--- src/rtl/psum_drain_pkg.sv ---
// Shared defaults, derived widths and state type for the psum output drain.
package psum_drain_pkg;

    localparam int DEF_COL     = 8;
    localparam int DEF_BW_PSUM = 20;
    localparam int DEF_DEPTH   = 4;

    localparam int COL_IDX_W = $clog2(DEF_COL);
    localparam int CNT_W     = $clog2(DEF_DEPTH) + 1;

    typedef enum logic {
        EMPTY = 1'b0,
        DRAIN = 1'b1
    } drain_state_e;

endpackage

--- src/rtl/psum_row_fifo.sv ---
// Row FIFO for the psum drain: whole rows in, whole rows out, with occupancy count.
module psum_row_fifo
    import psum_drain_pkg::*;
#(
    parameter int WIDTH = DEF_COL * DEF_BW_PSUM,
    parameter int DEPTH = DEF_DEPTH
) (
    input  logic                   clk,
    input  logic                   rst_n,
    input  logic                   i_push,
    input  logic                   i_pop,
    input  logic [WIDTH-1:0]       i_wdata,
    output logic [WIDTH-1:0]       o_rdata,
    output logic [$clog2(DEPTH):0] o_count,
    output logic                   o_full
);

    localparam int PTR_W = $clog2(DEPTH);
    localparam int FCNT_W = $clog2(DEPTH) + 1;

    logic [WIDTH-1:0]  r_mem [DEPTH];
    logic [PTR_W-1:0]  r_wr_ptr;
    logic [PTR_W-1:0]  r_rd_ptr;
    logic [FCNT_W-1:0] r_count;

    // Storage is never read before it is written, so it needs no reset.
    always_ff @(posedge clk) begin
        if (i_push) begin
            r_mem[r_wr_ptr] <= i_wdata;
        end
    end

    // Pointers wrap naturally because DEPTH is a power of two.
    always_ff @(posedge clk or negedge rst_n) begin
        if (!rst_n) begin
            r_wr_ptr <= '0;
            r_rd_ptr <= '0;
            r_count  <= '0;
        end else begin
            if (i_push) begin
                r_wr_ptr <= r_wr_ptr + 1'b1;
            end
            if (i_pop) begin
                r_rd_ptr <= r_rd_ptr + 1'b1;
            end
            case ({i_push, i_pop})
                2'b10:   r_count <= r_count + 1'b1;
                2'b01:   r_count <= r_count - 1'b1;
                default: r_count <= r_count;
            endcase
        end
    end

    assign o_rdata = r_mem[r_rd_ptr];
    assign o_count = r_count;
    assign o_full  = (r_count == FCNT_W'(DEPTH));

endmodule

--- src/rtl/psum_drain.sv ---
// Psum output drain: buffers full rows and serializes them column by column.
module psum_drain
    import psum_drain_pkg::*;
#(
    parameter int col     = DEF_COL,
    parameter int bw_psum = DEF_BW_PSUM,
    parameter int depth   = DEF_DEPTH
) (
    input  logic                     clk,
    input  logic                     reset,
    input  logic                     in_valid,
    input  logic [bw_psum*col-1:0]   in_data,
    output logic                     in_ready,
    output logic                     out_valid,
    input  logic                     out_ready,
    output logic [bw_psum-1:0]       out_data,
    output logic [$clog2(col)-1:0]   out_col,
    output logic                     out_last,
    output logic [$clog2(depth):0]   count,
    output logic                     overflow
);

    localparam int ColIdxW = $clog2(col);
    localparam int CntW    = $clog2(depth) + 1;

    logic [bw_psum*col-1:0] w_row;
    logic [CntW-1:0]        w_count;
    logic                   w_full;
    logic                   w_push;
    logic                   w_xfer;
    logic                   w_last;
    logic                   w_pop;

    logic [ColIdxW-1:0]     r_col_idx;
    logic                   r_overflow;
    drain_state_e           r_state;
    drain_state_e           w_next_state;

    assign in_ready = !w_full;
    assign w_push   = in_valid && in_ready;
    assign w_xfer   = out_valid && out_ready;
    assign w_last   = (r_col_idx == ColIdxW'(col - 1));
    assign w_pop    = w_xfer && w_last;

    psum_row_fifo #(
        .WIDTH (bw_psum * col),
        .DEPTH (depth)
    ) u_fifo (
        .clk     (clk),
        .rst_n   (reset),
        .i_push  (w_push),
        .i_pop   (w_pop),
        .i_wdata (in_data),
        .o_rdata (w_row),
        .o_count (w_count),
        .o_full  (w_full)
    );

    // State register; the state mirrors whether any row is buffered.
    always_ff @(posedge clk or negedge reset) begin
        if (!reset) begin
            r_state <= EMPTY;
        end else begin
            r_state <= w_next_state;
        end
    end

    // Next state: leave EMPTY on any push, return once the only row is freed.
    always_comb begin
        w_next_state = r_state;
        case (r_state)
            EMPTY: begin
                if (w_push) begin
                    w_next_state = DRAIN;
                end
            end
            DRAIN: begin
                if (w_pop && !w_push && (w_count == CntW'(1))) begin
                    w_next_state = EMPTY;
                end
            end
            default: w_next_state = EMPTY;
        endcase
    end

    // Column serializer: advance one word per transfer, wrap after the last column.
    always_ff @(posedge clk or negedge reset) begin
        if (!reset) begin
            r_col_idx <= '0;
        end else if (w_xfer) begin
            r_col_idx <= w_last ? '0 : r_col_idx + 1'b1;
        end
    end

    // Sticky flag for any row offered while the FIFO was full.
    always_ff @(posedge clk or negedge reset) begin
        if (!reset) begin
            r_overflow <= 1'b0;
        end else if (in_valid && w_full) begin
            r_overflow <= 1'b1;
        end
    end

    // Output word select; forced to zero when nothing is buffered.
    always_comb begin
        out_data = '0;
        if (out_valid) begin
            out_data = w_row[r_col_idx * bw_psum +: bw_psum];
        end
    end

    assign out_valid = (r_state == DRAIN);
    assign out_col   = r_col_idx;
    assign out_last  = w_last;
    assign count     = w_count;
    assign overflow  = r_overflow;

endmodule

--- config.mk ---
export PLATFORM = sky130hd
export DESIGN_NAME = psum_drain
export DESIGN_NICKNAME = d
export VERILOG_FILES = /design/src/rtl/psum_drain_pkg.sv /design/src/rtl/psum_row_fifo.sv /design/src/rtl/psum_drain.sv
export SDC_FILE = /design/constraint.sdc
export NUM_CORES = 1
export LEC_CHECK = 0
export ABC_AREA = 1
export BUFFER_PORTS_ARGS = -buffer_cell sky130_fd_sc_hd__buf_2
export CAP_MARGIN = 20
export CELL_PAD_IN_SITES_DETAIL_PLACEMENT = 0
export CELL_PAD_IN_SITES_GLOBAL_PLACEMENT = 2
export CORE_ASPECT_RATIO = 1.4
export CORE_MARGIN = 2
export CORE_UTILIZATION = 29
export DETAILED_ROUTE_END_ITERATION = 16
export PLACE_DENSITY = 0.7
export SLEW_MARGIN = 15
export SYNTH_ARGS = -nofsm -noshare
export SYNTH_HDL_FRONTEND = slang
export SYNTH_SLANG_ARGS = --single-unit
--- constraint.sdc ---
create_clock -name clk -period 25.7 [get_ports clk]
set_input_delay 2.57 -clock clk [delete_from_list [all_inputs] [get_ports clk]]
set_output_delay 2.57 -clock clk [all_outputs]
set_load 0.1 [all_outputs]
* Yosys cells after proc, flatten, opt, wreduce, memory -nomap -nowiden
Memories as Yosys holds them, arrays and structs flattened. Index checks and enable logic that the tools add are counted. Widths: inputs -> output; s select.
Cells by class: $add $sub $neg 5, multiply operators 1, equality and inequality tests 5, shifts and indexed selects 1, muxes and demuxes 7, bitwise operators 1, reduce and logical (&&, ||, !) cells 9
Operators with widths (number):
- $shiftx 160x9->20 | 1
- $mux 20 | 1
- $add 3x1->3 const B | 2
- $eq 3x3->1 const B | 2
- $logic_and 1x1->1 | 6
- $mul 3x3->6 const B | 1
- $pmux 3 s2 | 1
- $add 2x1->2 const B | 2
- $eq 3x1->1 const B | 1
- $mux 1 | 3
- $mux 3 | 1
- $sub 3x1->3 const B | 1
- $eq 2x1->1 const B | 1
- $eq 2x2->1 const B | 1
- $logic_not 1->1 | 2
- $pmux 1 s2 | 1
- $reduce_bool 2->1 | 1
- $not 1->1 | 1
Word-level totals: bits in registers 12, RAM bits 640, bits of input ports 164, output and inout port bits 30, memories 1
Memory list:
- u_fifo.r_mem | words 4, bits a word 160, rd ports 1, clocked after Yosys merged registers in 0, wr ports 1, line psum_row_fifo.sv:21 | logic [WIDTH-1:0] r_mem [DEPTH];

* Longest topological paths before layout
Gate-level depths: netlist of run 1.
depth in word-level cells 8, gate-level depth with buffers 12, mapped depth without buffers 10

* Cells and area by module
Synthesis of run 1 repeated with hierarchy kept, for this count alone.
Second synthesis, totals: cell total of the unflattened synthesis 2476, area total of the unflattened synthesis 27993.1 um2
By module, submodules not included:
- psum_row_fifo | instances 1, cells an instance 1914, area each 25533.2 um2, seq. area each 19393.6 um2
- psum_drain | instances 1, cells an instance 562, area each 2459.9 um2, seq. area each 125.1 um2

* Worst setup path after synthesis of run 1
Ideal clock, no wire load.
kind in2reg, start point input port in_valid, end point memory u_fifo.r_mem[0][0] in the netlist's numbering (enable), data arrival time 9457 ps, data required time 25017 ps, path slack 15560 ps, stages 2, path buffers 0, cells stage by stage nand2_1 -> nor2_1
On the way: longest elaborated chain between the ends 3
RTL lines:
- start, declared | line psum_drain.sv:11 | input logic in_valid,
- $logic_and 1x1->1 | line psum_drain.sv:40 | assign w_push = in_valid && in_ready;
- $mux 1 | line psum_row_fifo.sv:28 | if (i_push) begin
- $mux 1 (implied by the code) | line psum_row_fifo.sv:29 | r_mem[r_wr_ptr] <= i_wdata;
- end, declared | line psum_row_fifo.sv:21
Every way passes these cells.

* Final worst setup path of run 1
start point register u_fifo.r_rd_ptr[0], end point output port out_data[13]
On the way: longest elaborated chain between the ends 3
RTL lines:
- start, declared | line psum_row_fifo.sv:23 | logic [PTR_W-1:0] r_rd_ptr;
- start signal, assigned | line psum_row_fifo.sv:44 | r_rd_ptr <= r_rd_ptr + 1'b1;
- $mem_v2 4x160
- $shiftx 160x9->20 | line psum_drain.sv:108 | out_data = w_row[r_col_idx * bw_psum +: bw_psum];
- $mux 20 | line psum_drain.sv:107 | if (out_valid) begin
- end, declared | line psum_drain.sv:16 | output logic [bw_psum-1:0] out_data,
Every way passes these cells.

==> metrics.yaml, run 1 <==
grt_pass1_wl_um: 115000
drc: 0
critPathBufInv: 3
end_kind: "primary output"
start_util_pct: 29.3
yosysWarnings: 0
design.die.area_sq_um: 94400
criticalPathCategory: "reg2out"
vdd_drop_max_v: 0.000141
cts-buffers-inserted: 69
cts_sinks: 652
hold_viol: 0
syn2layout_area_growth_pct: 14.6
cp-start-kind: "flip-flop"
met3_usage_pct: 4.33
synth_nets: 2425
dr.pass1.iters: 5
syn_area_sq_um: 26700
ys_ff_latch: 652
clock_skew_ns: 0.0162
place_congestion: 0.748
portBuffers: 193
worstPathRequired_ns: 23.13
netlist.area_leader.share_pct: 72.1
powerDensity_nw_per_um2: 129
p_seq_share_pct: 37.7
cp.arrival_ns: 4.52
power.leakage_nw: 11.3
ys_seq_area_share_pct: 73.2
switching_share_pct: 43.0
vias_per_cell: 4.80
ctsHtreeMaxLevel: 3
max_slew_margin_pct: 26.0
final_util_pct: 33.5
die_w_um: 260
grt_max_degree: 215
cts_setup_buffers: 0
power_mw: 3.95
clk_path_buf_depth: 3
coreArea_sq_um: 91100
met2_usage_pct: 27.6
antenna_found_initial: 44
setup_viol: 0
avgSynthCellArea_sq_um: 11.8
postCtsHoldBufs: 0
synth_area_leaders: "edfxtp_1, nand2_1, nand3_1, nor2_1, buf_6"
use_met1_pct: 20.5
p_comb_share_pct: 38.6
grtUsageTotal_pct: 16.7
die_h_um: 363
path_max_fanout: 214
final_common_cell: "nand2_1"
dpl.hpwl_um: 47700
path_clk_slew_ns: 0.06
nFillCells: 9120
pin_count: 194
final_cell_mix: "nand2_1, edfxtp_1, nand3_1"
yosys.area.top_type: "edfxtp_1"
finalCritPeriodShare_pct: 27.6
period_needed_ns: 7.09
cts_tree: "yes"
slowest_stage: "buf_12"
crit_chain: "inv_8 > buf_12 > nand2_1 > nand3_1 > nand3_1 > nand2_1 > nand2_1 > nand3_1 > nand2_1 > nor2_1 > buf_2"
cpMostUsedCell: "nand2_1"
slowest_delay_ns: 0.73
num_vias: 17500
grt_pass1_vias: 17300
fmax_mhz: 141
switchingPower_mw: 1.70
synthCells: 2250
row_count: 131
synthDistinctLibCells: 26
tightest_slew_ns: 1.11
drv_slew: 0
drtAntennaViolNets: 0
overflow: 0
drv_cap: 0
post_drt_wl_per_cell_um: 21.9
layout-drive-gt1-share_pct: 12.9
clock_latency_ns: 0.61
p_int_mw: 2.25
hold_path.class: "reg2reg"
cts_root_buf: "clkbuf_16"
grt_busiest_layer: "met2"
fin_tns_setup_ns: 0
rsz0062_at_grt: "no"
p_clk_share_pct: 23.7
drt_iter0_markers: 1293
nets: 2571
wl_um: 79900
postCtsResizedCells: 0
outcome: "completed"
cp_top_family: "buffers and inverters"
[power by group through the flow]
stage	logic, mW	clock network, mW	registers [mW]
after floorplan	1.11	0	1.55
after global placement	1.55	0	1.51
after detailed placement	1.56	0	1.51
after CTS	1.56	0.958	1.49
after global routing	1.67	0.997	1.51
final	1.52	0.935	1.49
[Yosys cell counts]
master / count
nand2_1: 791
dfrtp_1: 12
nor2_1: 139
buf_1: 15
o21ai_1: 13
inv_1: 16
edfxtp_1: 640
buf_6: 31
o21ai_0: 49
inv_4: 1
nand3b_1: 1
inv_6: 1
a31o_2: 1
buf_2: 53
clkinv_1: 1
clkbuf_1: 20
o211ai_1: 1
xor2_1: 4
ha_1: 11
inv_2: 1
buf_8: 1
a21oi_1: 2
buf_12: 1
buf_4: 16
xnor2_1: 1
nand3_1: 428
[kinds of logic after synthesis]
kind of cell,synth area share [%]
AO/OA/AOI/OAI,1.26
XOR/XNOR,0.164
flip-flops,73.2
adder cells (fa/ha/maj),0.516
AND/OR/NAND/NOR,21.2
buffers and inverters,3.69
[final cells by class]
cell class	count	area, sq um	area share (%)
Tap cell	1197	1500	4.90
Timing Repair Buffer	212	1160	3.79
Clock buffer	85	1830	5.98
Sequential cell	652	19500	63.9
Inverter	20	88.8	0.291
Clock inverter	34	244	0.798
Antenna cell	11	27.5	0.0901
Multi-Input combinational cell	1441	6190	20.2
[final timing paths]
check / start / to / slack (ns) / cells past startpoint
hold reg to reg: overflow$_DFFE_PN0P_ / overflow$_DFFE_PN0P_ / 0.47 / 1
max in group asynchronous: reset / u_fifo.r_rd_ptr[0]$_DFFE_PN0P_ / 23.51 / 1
setup reg to reg: u_fifo.o_count[0]$_DFFE_PN0P_ / u_fifo.r_mem[0][127]$_DFFE_PP_ / 21.49 / 8
min in group asynchronous: reset / u_fifo.r_rd_ptr[1]$_DFFE_PN0P_ / 1.88 / 1
setup / recovery: u_fifo.r_rd_ptr[0]$_DFFE_PN0P_ / out_data[13] / 18.61 / 11
hold / removal: overflow$_DFFE_PN0P_ / overflow$_DFFE_PN0P_ / 0.47 / 1
[metrics by stage]
stage / hold slack [ns] / worst slack [ns] / cells / cell area, sq um
global placement: 0.448 / 19.26 / 3522 / 28500
detailed placement: 0.467 / 19.26 / 3522 / 28500
finish: 0.474 / 18.61 / 3652 / 30600
global route: 0.505 / 18.29 / 3649 / 30600
CTS: 0.482 / 18.60 / 3641 / 30500
floorplan: 0.580 / 15.56 / 2250 / 26700
[sequential cells by signal (all words and copies together) (netlist names)]
signal / cells
u_fifo.r_rd_ptr: 2
overflow: 1
u_fifo.o_count: 3
u_fifo.r_mem: 640
out_col: 3
u_fifo.r_wr_ptr: 2
out_valid: 1
[layer usage]
metal | part of all wire [%] | vias to the layer above | wire length [um]
met5 | 0.20 | - | 159
met4 | 4.0 | 26 | 3190
met3 | 6.9 | 171 | 5540
met2 | 48 | 475 | 38300
met1 | 41 | 8737 | 32700
li1 | - | 8127 | -
No activity file was read; power rests on OpenSTA's default activity.
==> inputs of run 2 (changes only) <==
Settings changed: PLACE_DENSITY 0.7 to 0.73.
Clock period 25.7 ns to 6.4 ns, I/O delays scaled along.
==> metrics.yaml, run 2 (synthesis gave the netlist of run 1 again) <==
outcome: "completed"
layout-drive-gt1-share_pct: 13.1
period_needed_ns: 5.15
p_seq_share_pct: 37.8
portBuffers: 193
powerDensity_nw_per_um2: 519
clock_latency_ns: 0.61
clk_path_buf_depth: 3
clock_skew_ns: 0.0144
nets: 2573
place_congestion: 0.737
path_clk_slew_ns: 0.06
stdcell_count: 3658
tightest_slew_ns: 1.16
p_clk_share_pct: 24.1
grtUsageTotal_pct: 16.6
cts_tree: "yes"
drc: 0
cts_sinks: 652
cts-buffers-inserted: 69
p_comb_share_pct: 38.0
drv_slew: 0
finalCritPeriodShare_pct: 80.5
max_slew_margin_pct: 22.6
setup_viol: 0
timing.final.ws_setup_ns: 1.25
grt_max_degree: 213
rsz0062_at_grt: "no"
vias_per_cell: 4.77
switchingPower_mw: 6.75
hold_viol: 0
hold_ws_ns: 0.243
fmax_mhz: 194
row_count: 131
ctsHtreeMaxLevel: 3
coreArea_sq_um: 91100
num_vias: 17400
largest_reg_flops: 640
dr.pass1.iters: 8
post_drt_wl_per_cell_um: 21.7
p_int_mw: 9.17
final_common_cell: "nand2_1"
grt_pass1_vias: 17100
place_inst: 3523
power_mw: 15.9
cp.arrival_ns: 4.51
drt_iter0_markers: 1272
drtAntennaViolNets: 0
wl_um: 79200
design.die.area_sq_um: 94400
drv_cap: 0
switching_share_pct: 42.4
postCtsResizedCells: 0
grt_pass1_wl_um: 114000
antenna_found_initial: 59
end_kind: "primary output"
regMostFlops: "u_fifo.r_mem"
nFillCells: 9132
place_ws_ns: 2.04
die_w_um: 260
hold_path.class: "in2reg"
syn2layout_area_growth_pct: 15.1
start_util_pct: 29.3
criticalPathCategory: "reg2out"
cts_root_buf: "clkbuf_16"
path_max_fanout: 164
cp-start-kind: "flip-flop"
fin_tns_setup_ns: 0
overflow: 0
power.leakage_nw: 11.4
vdd_drop_max_v: 0.000580
dpl.hpwl_um: 47400
final_cell_mix: "nand2_1, edfxtp_1, nand3_1"
worstPathRequired_ns: 5.76
die_h_um: 363
pin_count: 194
run 2: routing by layer:
| layer | track usage (%) | vias to the layer above | part of all wire (%) |
|---|---|---|---|
| met2 | 28.1 | 502 | 49 |
| met5 | 0 | - | 0.21 |
| li1 | - | 8131 | - |
| met3 | 4.40 | 156 | 7.7 |
| met4 | 5.33 | 24 | 2.6 |
| met1 | 20.4 | 8622 | 40 |
run 2: power by group through the flow:
stage / combinational, mW / sequential, mW / clock, mW
after floorplan: 4.45 / 6.10 / 0
after global placement: 6.16 / 6.08 / 0
after detailed placement: 6.20 / 6.11 / 0
after CTS: 6.21 / 6.03 / 3.94
after global routing: 6.65 / 6.09 / 4.11
final: 6.06 / 6.02 / 3.84
run 2: worst paths after layout:
kind	startpoint	end	slack, ns	depth (start not counted)
setup / recovery	u_fifo.r_rd_ptr[0]$_DFFE_PN0P_	out_data[5]	1.25	11
hold / removal	in_data[58]	u_fifo.r_mem[3][58]$_DFFE_PP_	0.24	1
setup reg to reg	out_col[0]$_DFFE_PN0P_	u_fifo.o_count[2]$_DFFE_PN0P_	3.19	10
hold reg to reg	overflow$_DFFE_PN0P_	overflow$_DFFE_PN0P_	0.46	1
max in group asynchronous	reset	u_fifo.r_rd_ptr[1]$_DFFE_PN0P_	5.57	2
min in group asynchronous	reset	u_fifo.o_count[1]$_DFFE_PN0P_	0.51	2
run 2: cell type report:
cell class | count | area [sq um] | share of cell area (%)
timing repair buffer | 214 | 1200 | 3.91
inverter | 20 | 90.1 | 0.294
sequential | 652 | 19500 | 63.7
clock inverter | 35 | 310 | 1.01
tap | 1197 | 1500 | 4.88
antenna | 14 | 35.0 | 0.114
clock buffer | 85 | 1830 | 5.96
multi-input combinational | 1441 | 6190 | 20.2
run 2: through the flow:
step | instance area (sq um) | util (%)
2_1_floorplan | 26700 | -
3_3_place_gp | 28500 | 31.3
3_5_place_dp | 28500 | 31.3
4_1_cts | 30600 | 33.6
5_1_grt | 30700 | 33.6
6_report | 30700 | 33.7
run 2: repair_timing:
item                      in CTS  in global routing
setup buffers                  0                  0
hold buffers                   1                  0
hold endpoints to repair      12                  0
run 2: critical path, cell delays in order, from the launching register on:
cell and delay, ns:
dfrtp_4 0.70, inv_8 0.65, buf_4 0.65, nand2_1 0.10
nand3_1 0.09, nand3_1 0.10, nand2_1 0.11, nand2_1 0.05
nand2_1 0.11, nor2_1 0.08, nor2_1 0.37, buf_2 0.52
